File: src/rtl/iob_bus_arbiter_pkg.sv
// iob_bus_arbiter_pkg: shared state encoding and master port indices for the IOb arbiter.
package iob_bus_arbiter_pkg;
    typedef enum logic [1:0] {
        IDLE   = 2'd0,
        GRANT  = 2'd1,
        WAIT_R = 2'd2
    } state_t;
    localparam logic M_INSTR = 1'b0;
    localparam logic M_DATA  = 1'b1;
endpackage

File: src/rtl/iob_bus_arbiter_pick2.sv
// iob_bus_arbiter_pick2: two-way picker, round-robin against the last served port or fixed m0 priority.
module iob_bus_arbiter_pick2 #(
    parameter bit RR = 1'b1
) (
    input  logic [1:0] req,
    input  logic       last,
    output logic       pick
);
    assign pick = (&req) ? (RR ? ~last : 1'b0) : req[1];
endmodule

File: src/rtl/iob_bus_arbiter.sv
// iob_bus_arbiter: shares one IOb slave between the instruction (m0) and data (m1) masters,
// one transaction in flight, round-robin or fixed-priority arbitration.
module iob_bus_arbiter
    import iob_bus_arbiter_pkg::*;
#(
    parameter int ADDR_W = 32,
    parameter int DATA_W = 32,
    parameter bit RR     = 1'b1
) (
    input  logic                clk_i,
    input  logic                arst_n_i,
    input  logic                cke_i,
    input  logic                m0_avalid_i,
    input  logic [ADDR_W-1:0]   m0_addr_i,
    input  logic [DATA_W-1:0]   m0_wdata_i,
    input  logic [DATA_W/8-1:0] m0_wstrb_i,
    output logic                m0_ready_o,
    output logic                m0_rvalid_o,
    output logic [DATA_W-1:0]   m0_rdata_o,
    input  logic                m1_avalid_i,
    input  logic [ADDR_W-1:0]   m1_addr_i,
    input  logic [DATA_W-1:0]   m1_wdata_i,
    input  logic [DATA_W/8-1:0] m1_wstrb_i,
    output logic                m1_ready_o,
    output logic                m1_rvalid_o,
    output logic [DATA_W-1:0]   m1_rdata_o,
    output logic                s_avalid_o,
    output logic [ADDR_W-1:0]   s_addr_o,
    output logic [DATA_W-1:0]   s_wdata_o,
    output logic [DATA_W/8-1:0] s_wstrb_o,
    input  logic                s_ready_i,
    input  logic                s_rvalid_i,
    input  logic [DATA_W-1:0]   s_rdata_i
);
    state_t     state, state_nxt;
    logic       gnt, gnt_nxt, last, last_nxt, pick, pick_last;
    logic [1:0] req;

    assign req        = {m1_avalid_i, m0_avalid_i};
    assign m0_rdata_o = s_rdata_i;
    assign m1_rdata_o = s_rdata_i;
    // while granted, gnt is about to become last, so the next pick rotates away from it
    assign pick_last  = (state == GRANT) ? gnt : last;

    iob_bus_arbiter_pick2 #(.RR(RR)) u_pick (
        .req  (req),
        .last (pick_last),
        .pick (pick)
    );

    always_comb begin
        state_nxt   = state;
        gnt_nxt     = gnt;
        last_nxt    = last;
        s_avalid_o  = 1'b0;
        s_addr_o    = '0;
        s_wdata_o   = '0;
        s_wstrb_o   = '0;
        m0_ready_o  = 1'b0;
        m1_ready_o  = 1'b0;
        m0_rvalid_o = 1'b0;
        m1_rvalid_o = 1'b0;
        case (state)
            IDLE: begin
                state_nxt = (|req) ? GRANT : IDLE;
                gnt_nxt   = (|req) ? pick : gnt;
            end
            GRANT: begin
                s_avalid_o = req[gnt];
                s_addr_o   = s_avalid_o ? (gnt == M_DATA ? m1_addr_i : m0_addr_i) : '0;
                s_wdata_o  = s_avalid_o ? (gnt == M_DATA ? m1_wdata_i : m0_wdata_i) : '0;
                s_wstrb_o  = s_avalid_o ? (gnt == M_DATA ? m1_wstrb_i : m0_wstrb_i) : '0;
                m0_ready_o = gnt == M_INSTR && s_avalid_o && s_ready_i;
                m1_ready_o = gnt == M_DATA && s_avalid_o && s_ready_i;
                if (!s_avalid_o) begin
                    state_nxt = IDLE;
                end else if (s_ready_i) begin
                    last_nxt = gnt;
                    if (s_wstrb_o == '0) state_nxt = WAIT_R;
                    else if (req[~gnt]) gnt_nxt = pick;
                    else state_nxt = IDLE;
                end
            end
            WAIT_R: begin
                m0_rvalid_o = s_rvalid_i && gnt == M_INSTR;
                m1_rvalid_o = s_rvalid_i && gnt == M_DATA;
                if (s_rvalid_i) begin
                    state_nxt = (|req) ? GRANT : IDLE;
                    gnt_nxt   = (|req) ? pick : gnt;
                end
            end
            default: state_nxt = IDLE;
        endcase
    end

    always_ff @(posedge clk_i or negedge arst_n_i) begin
        if (!arst_n_i) begin
            state <= IDLE;
            gnt   <= M_INSTR;
            last  <= M_DATA;
        end else if (cke_i) begin
            state <= state_nxt;
            gnt   <= gnt_nxt;
            last  <= last_nxt;
        end
    end
endmodule
File: config.mk
export PLATFORM = sky130hd
export DESIGN_NAME = iob_bus_arbiter
export DESIGN_NICKNAME = d
export VERILOG_FILES = /design/src/rtl/iob_bus_arbiter_pkg.sv /design/src/rtl/iob_bus_arbiter_pick2.sv /design/src/rtl/iob_bus_arbiter.sv
export SDC_FILE = /design/constraint.sdc
export NUM_CORES = 1
export LEC_CHECK = 0
export BUFFER_PORTS_ARGS = -buffer_cell sky130_fd_sc_hd__buf_4
export CORE_AREA = 2 2 121 123
export DETAILED_ROUTE_END_ITERATION = 6
export DIE_AREA = 0 0 123 125
export HOLD_SLACK_MARGIN = 0.02
export SLEW_MARGIN = 30
export SYNTH_ARGS = -nofsm -noshare
export SYNTH_HDL_FRONTEND = slang
export SYNTH_SLANG_ARGS = --single-unit
File: constraint.sdc
create_clock -name clk_i -period 3.5 [get_ports clk_i]
set_input_delay 0.35 -clock clk_i [delete_from_list [all_inputs] [get_ports clk_i]]
set_output_delay 0.35 -clock clk_i [all_outputs]
set_load 0.005 [all_outputs]
==> results.json, run 1 <==
{
  "status": "finished, final reports clean",
  "dr.pass1.iters": 4,
  "drc": 0,
  "postCtsSetupBuffers": 0,
  "area_delta_synth_final_pct": 74.5,
  "wirelength_mm": 7.52,
  "yosysTopAreaCellShare_pct": 36.7,
  "powerDensity_nw_per_um2": 477,
  "rr_startpoint": "gnt$_DFFE_PN0P_",
  "portBuffers": 215,
  "ff_latch_area_sq_um": 105,
  "ios": 312,
  "power_frac_clock_pct": 11.7,
  "p_comb_share_pct": 82.3,
  "cap_violations": 0,
  "synth_cell_types": 32,
  "initial_core_util_pct": 13.2,
  "overflow": 0,
  "synth_commonest_cells": "nor2_1 (72), mux2i_1 (69), buf_4 (64)",
  "internal-power_mw": 0.917,
  "routedWlPerCell_um": 12.8,
  "cts_resized": 0,
  "period_share_pct": 62.5,
  "place_congestion": 0.777,
  "cpLargestDelayFamily": "buffers and inverters",
  "cts.sinks": 4,
  "dieArea_sq_um": 15400,
  "syn_nets": 436,
  "async_flop_share_pct": 100,
  "synth_area_sq_um": 1880,
  "end_kind": "output port",
  "fin_worst_skew_ps": 2.68,
  "die_h_um": 125,
  "synth.yosys.seq_area_share_pct": 5.39,
  "worstSkewPairLatency_ps": 220,
  "core_sq_um": 14200,
  "slew_violations": 0,
  "min_period_ps": 2190,
  "ys_ff_latch": 4,
  "synthCells": 261,
  "crit_arrival_ps": 1840,
  "p_sw_mw": 0.649,
  "synth_most_common_cell": "nor2_1",
  "critical_path.cell_chain": "mux2_4 -> nand2_2 -> buf_4 -> nor2_1 -> buf_4",
  "avgSynthCellArea_sq_um": 7.21,
  "grt_pass1_wl_mm": 10.8,
  "setup_violations": 0,
  "p_sw_share_pct": 41.4,
  "die_w_um": 123,
  "clk_pin_slew_ps": 30,
  "h-tree-depth": 1,
  "rows": 44,
  "via_per_inst": 3.80,
  "worst-path-buf-inv": 2,
  "fmax_mhz": 457,
  "groute.usage.overall_pct": 8.91,
  "first_iter_violations": 82,
  "yosys_most_used_dff": "dfrtp_1",
  "hpwl_mm": 6.22,
  "ys_warn_count": 0,
  "numCtsBuffers": 3,
  "clock_path_buffers": 2,
  "antenna_found_initial": 0,
  "p_seq_share_pct": 6.0,
  "criticalPathCategory": "reg -> out",
  "grt_max_degree": 50,
  "fin_util_pct": 23.1,
  "slowest_stage": "dfrtp_4",
  "rsz0062_at_grt": "false",
  "start_kind": "flip-flop",
  "antenna_left": 0,
  "crit_path_frequent_cell": "buf_4",
  "cp_slowest_stage_delay_ps": 470,
  "reg2reg_slack_ps": 1560,
  "max_slew_margin_pct": 49.0,
  "crit_fanout": 36,
  "synth_edf_count": 0,
  "design_area_sq_um": 3280,
  "irDropWorstVdd_uv": 366,
  "via_count": 2233,
  "finalHoldViolations": 0,
  "nFillCells": 1590,
  "place_area_sq_um": 3200,
  "fin_ws_ps": 1310,
  "hp-class": "in -> async",
  "cp.required_ps": 3150,
  "yosysTopAreaCell": "mux2i_1",
  "drive_gt1_share_pct": 56.7,
  "grt_pass1_vias": 2220,
  "leakagePower_nw": 1.92,
  "r2r-end": "gnt$_DFFE_PN0P_",
  "tightest_slew_ps": 765,
  "pre_cts_slack_ps": 1500,
  "fin_tns_setup_ps": 0,
  "synth_area_leaders": "mux2i_1 (37%), buf_4 (26%), nor2_1 (14%)",
  "fin_nets": 580,
  "cts_tree": "yes",
  "reg2regPathDepth": 4,
  "n_antenna_cell": 0,
  "power_mw": 1.57,
  "multi_input_area_sq_um": 1210,
  "cts-root-buf": "clkbuf_16"
}
[final cells by class]
cell class / count / area share (%)
Clock buffer: 4 / 2.40
Inverter: 1 / 0.114
Multi-Input combinational cell: 175 / 36.9
Sequential cell: 4 / 3.20
Tap cell: 184 / 7.01
Timing Repair Buffer: 220 / 50.4
[cells by family (layout without fill, tap and decap cells)]
family | count (synthesis) | after routing | synth area share [%]
buf+inv | 82 | 225 | 30.2
flops | 4 | 4 | 5.39
mux | 71 | 71 | 38.3
compound gates | 14 | 14 | 4.99
simple gates | 90 | 90 | 21.1
[how the worst max path moves through the flow]
stage                              start              end  slack [ps]  cells past startpoint
finish                   gnt$_DFFE_PN0P_     s_addr_o[15]        1310                      5
CTS                      gnt$_DFFE_PN0P_     s_addr_o[15]        1270                      5
global placement         gnt$_DFFE_PN0P_     s_addr_o[28]        1530                      5
detailed placement       gnt$_DFFE_PN0P_  gnt$_DFFE_PN0P_        1500                      4
floorplan                gnt$_DFFE_PN0P_     s_addr_o[10]        1820                      6
global route        state[1]$_DFFE_PN0P_     s_addr_o[28]        1160                      5
[layer usage]
layer  track usage (%)  share of wire (%)
met5                 0                  0
met4              4.95                5.6
met3              3.10                 12
met2              15.9                 48
met1              8.84                 35
[registers in the layout (all words and copies together), names as in the netlist]
register / count
state: 2
last: 1
gnt: 1
[power groups by stage]
stage	Combinational, mW	Clock [mW]	Sequential, mW
2_1_floorplan	0.790	0	0.0801
3_3_place_gp	1.31	0	0.0931
3_5_place_dp	1.31	0	0.0916
4_1_cts	1.31	0.185	0.0934
5_1_grt	1.41	0.189	0.0990
6_report	1.29	0.184	0.0938
[cell usage in the layout, fill, tap and decap left out, types with 2 or more instances in the layout]
| cell type | instances |
|---|---|
| buf_4 | 219 |
| nor2_1 | 72 |
| mux2i_1 | 69 |
| a21oi_1 | 4 |
| and4b_1 | 3 |
| nand2b_1 | 3 |
| clkbuf_16 | 3 |
| mux2_4 | 2 |
| nor4_1 | 2 |
| o21ai_0 | 2 |
| dfrtp_1 | 2 |
[through the flow]
| stage | hold WS, ps | std cells |
|---|---|---|
| floorplan | 54.4 | 261 |
| global placement | 162 | 583 |
| detailed placement | 162 | 583 |
| CTS | 483 | 588 |
| global route | 498 | 588 |
| finish | 474 | 588 |
[what timing repair did]
item                                   4_1_cts  5_1_grt
hold buffers                                 1        0
endpoints found under the hold margin        3        0
setup endpoints to repair                    0        0
No activity file was read; power rests on OpenSTA's default activity.
==> run 2, diff against run 1 <==
--- a/config.mk
+++ b/config.mk
@@ -6,9 +6,9 @@
 export NUM_CORES = 1
 export LEC_CHECK = 0
 export BUFFER_PORTS_ARGS = -buffer_cell sky130_fd_sc_hd__buf_4
-export CORE_AREA = 2 2 121 123
+export CORE_AREA = 2 2 122 124
 export DETAILED_ROUTE_END_ITERATION = 6
-export DIE_AREA = 0 0 123 125
+export DIE_AREA = 0 0 124 126
 export HOLD_SLACK_MARGIN = 0.02
 export SLEW_MARGIN = 30
 export SYNTH_ARGS = -nofsm -noshare
==> constraint.sdc (replaced) <==
create_clock -name clk_i -period 2.1 [get_ports clk_i]
set_input_delay 0.21 -clock clk_i [delete_from_list [all_inputs] [get_ports clk_i]]
set_output_delay 0.21 -clock clk_i [all_outputs]
set_load 0.005 [all_outputs]
==> run 2 against run 1 <==
  * Sequential power increased by 72%
  * Sequential cell count unchanged
  * Non-clock buffer count unchanged
  * Sequential share of layout area about the same
  * Final area increased by 0.76%
  * Routed wire length decreased by 2.6%
  * Hold slack got worse by 130 ps
  * Clock skew increased by 1.2 ps
  * Via count decreased by 1.5%
==> results.json, run 2 (synthesis results as in run 1) <==
{
  "period_share_pct": 88.1,
  "min_path_cells": 3,
  "crit_arrival_ps": 1640,
  "multi_input_area_sq_um": 1210,
  "grt_pass1_wl_mm": 10.4,
  "cap_violations": 0,
  "place_area_sq_um": 3220,
  "h-tree-depth": 1,
  "design_area_sq_um": 3310,
  "hpwl_mm": 6.00,
  "fin_util_pct": 23.1,
  "grt_max_degree": 63,
  "cts.sinks": 4,
  "rows": 44,
  "numCtsBuffers": 3,
  "fmax_mhz": 541,
  "slew_violations": 0,
  "hp-class": "in -> reg",
  "pre_cts_slack_ps": 416,
  "antenna_left": 0,
  "dp.cells": 583,
  "min_period_ps": 1850,
  "initial_core_util_pct": 13.1,
  "antenna_found_initial": 0,
  "status": "finished, final reports clean",
  "cts_tree": "yes",
  "fin_worst_skew_ps": 3.84,
  "end_kind": "output port",
  "hold_ws_ps": 341,
  "place_congestion": 0.693,
  "cts-root-buf": "clkbuf_16",
  "dieArea_sq_um": 15600,
  "largest_register_ff_count": 2,
  "min_to": "last$_DFFE_PN1P_",
  "power_mw": 2.65,
  "dr.pass1.iters": 4,
  "powerDensity_nw_per_um2": 800,
  "core_sq_um": 14300,
  "setup_violations": 0,
  "portBuffers": 215,
  "reg2regPathDepth": 4,
  "mostFrequentLayoutCells": "buf_4 (217), nor2_1 (72), mux2i_1 (69)",
  "leakagePower_nw": 1.93,
  "cts_resized": 0,
  "nFillCells": 1643,
  "worstSkewPairLatency_ps": 230,
  "first_iter_violations": 48,
  "cp.required_ps": 1890,
  "fin_tns_setup_ps": 0,
  "n_antenna_cell": 0,
  "via_per_inst": 3.74,
  "routedWlPerCell_um": 12.4,
  "criticalPathCategory": "reg -> out",
  "clock_path_buffers": 2,
  "largestRegisters": "state x2, gnt x1, last x1",
  "postCtsSetupBuffers": 0,
  "die_h_um": 126,
  "grt_pass1_vias": 2084,
  "irDropWorstVdd_uv": 469,
  "clk_pin_slew_ps": 30,
  "area_delta_synth_final_pct": 75.9,
  "drc": 0,
  "max_slew_margin_pct": 72.3,
  "rsz0062_at_grt": "false",
  "r2r-end": "gnt$_DFFE_PN0P_",
  "fin_cells": 588,
  "hold_path_startpoint": "m1_avalid_i",
  "regMostFlops": "state",
  "crit_fanout": 49,
  "rr_startpoint": "gnt$_DFFE_PN0P_",
  "fin_nets": 580,
  "final_common_cell": "buf_4",
  "ios": 312,
  "overflow": 0,
  "via_count": 2200,
  "reg2reg_slack_ps": 440,
  "start_kind": "flip-flop",
  "drive_gt1_share_pct": 56.7,
  "groute.usage.overall_pct": 8.49,
  "ff_latch_area_sq_um": 105,
  "wirelength_mm": 7.32,
  "fin_ws_ps": 251,
  "tightest_slew_ps": 416,
  "finalHoldViolations": 0,
  "die_w_um": 124
}
[run 2: cell counts in the layout (fill, tap and decap cells not counted)]
Identical to the previous run, type by type.
[run 2: how the worst max path moves through the flow]
stage	depth (start not counted)	endpoint	from	slack [ps]
finish	5	s_addr_o[28]	gnt$_DFFE_PN0P_	250
global route	5	s_addr_o[10]	gnt$_DFFE_PN0P_	130
CTS	5	s_addr_o[28]	gnt$_DFFE_PN0P_	220
detailed placement	4	gnt$_DFFE_PN0P_	gnt$_DFFE_PN0P_	420
global placement	4	gnt$_DFFE_PN0P_	gnt$_DFFE_PN0P_	460
floorplan	6	s_addr_o[10]	gnt$_DFFE_PN0P_	560
[run 2: critical path, cell delays in order (launching register included)]
cell	delay (ps)
dfrtp_4	490
mux2_4	320
nand2_2	110
buf_12	240
nor2_1	100
buf_4	140
[run 2: power breakdown]
group          switching [mW]  internal (mW)
combinational           0.975           1.20
sequential             0.0427          0.118
clock                  0.0646          0.252
total                    1.08           1.57
[run 2: final cells by class]
cell class	count	area share, %
timing repair buffer	220	50.7
sequential	4	3.18
inverter	1	0.113
tap	184	6.96
clock buffer	4	2.38
multi-input combinational	175	36.6
[run 2: repair_timing]
action,4_1_cts,5_1_grt
endpoints found under the setup margin,0,0
hold endpoints to repair,4,0
hold buffers,1,0
[run 2: metal layers]
layer,GRT usage (%),routed length (um),vias up,part of all wire [%]
li1,-,-,1101,-
met2,15.5,3660,124,50
met3,2.94,856,39,12
met5,0,0,-,0
met4,3.83,279,0,3.8
met1,8.56,2520,936,34
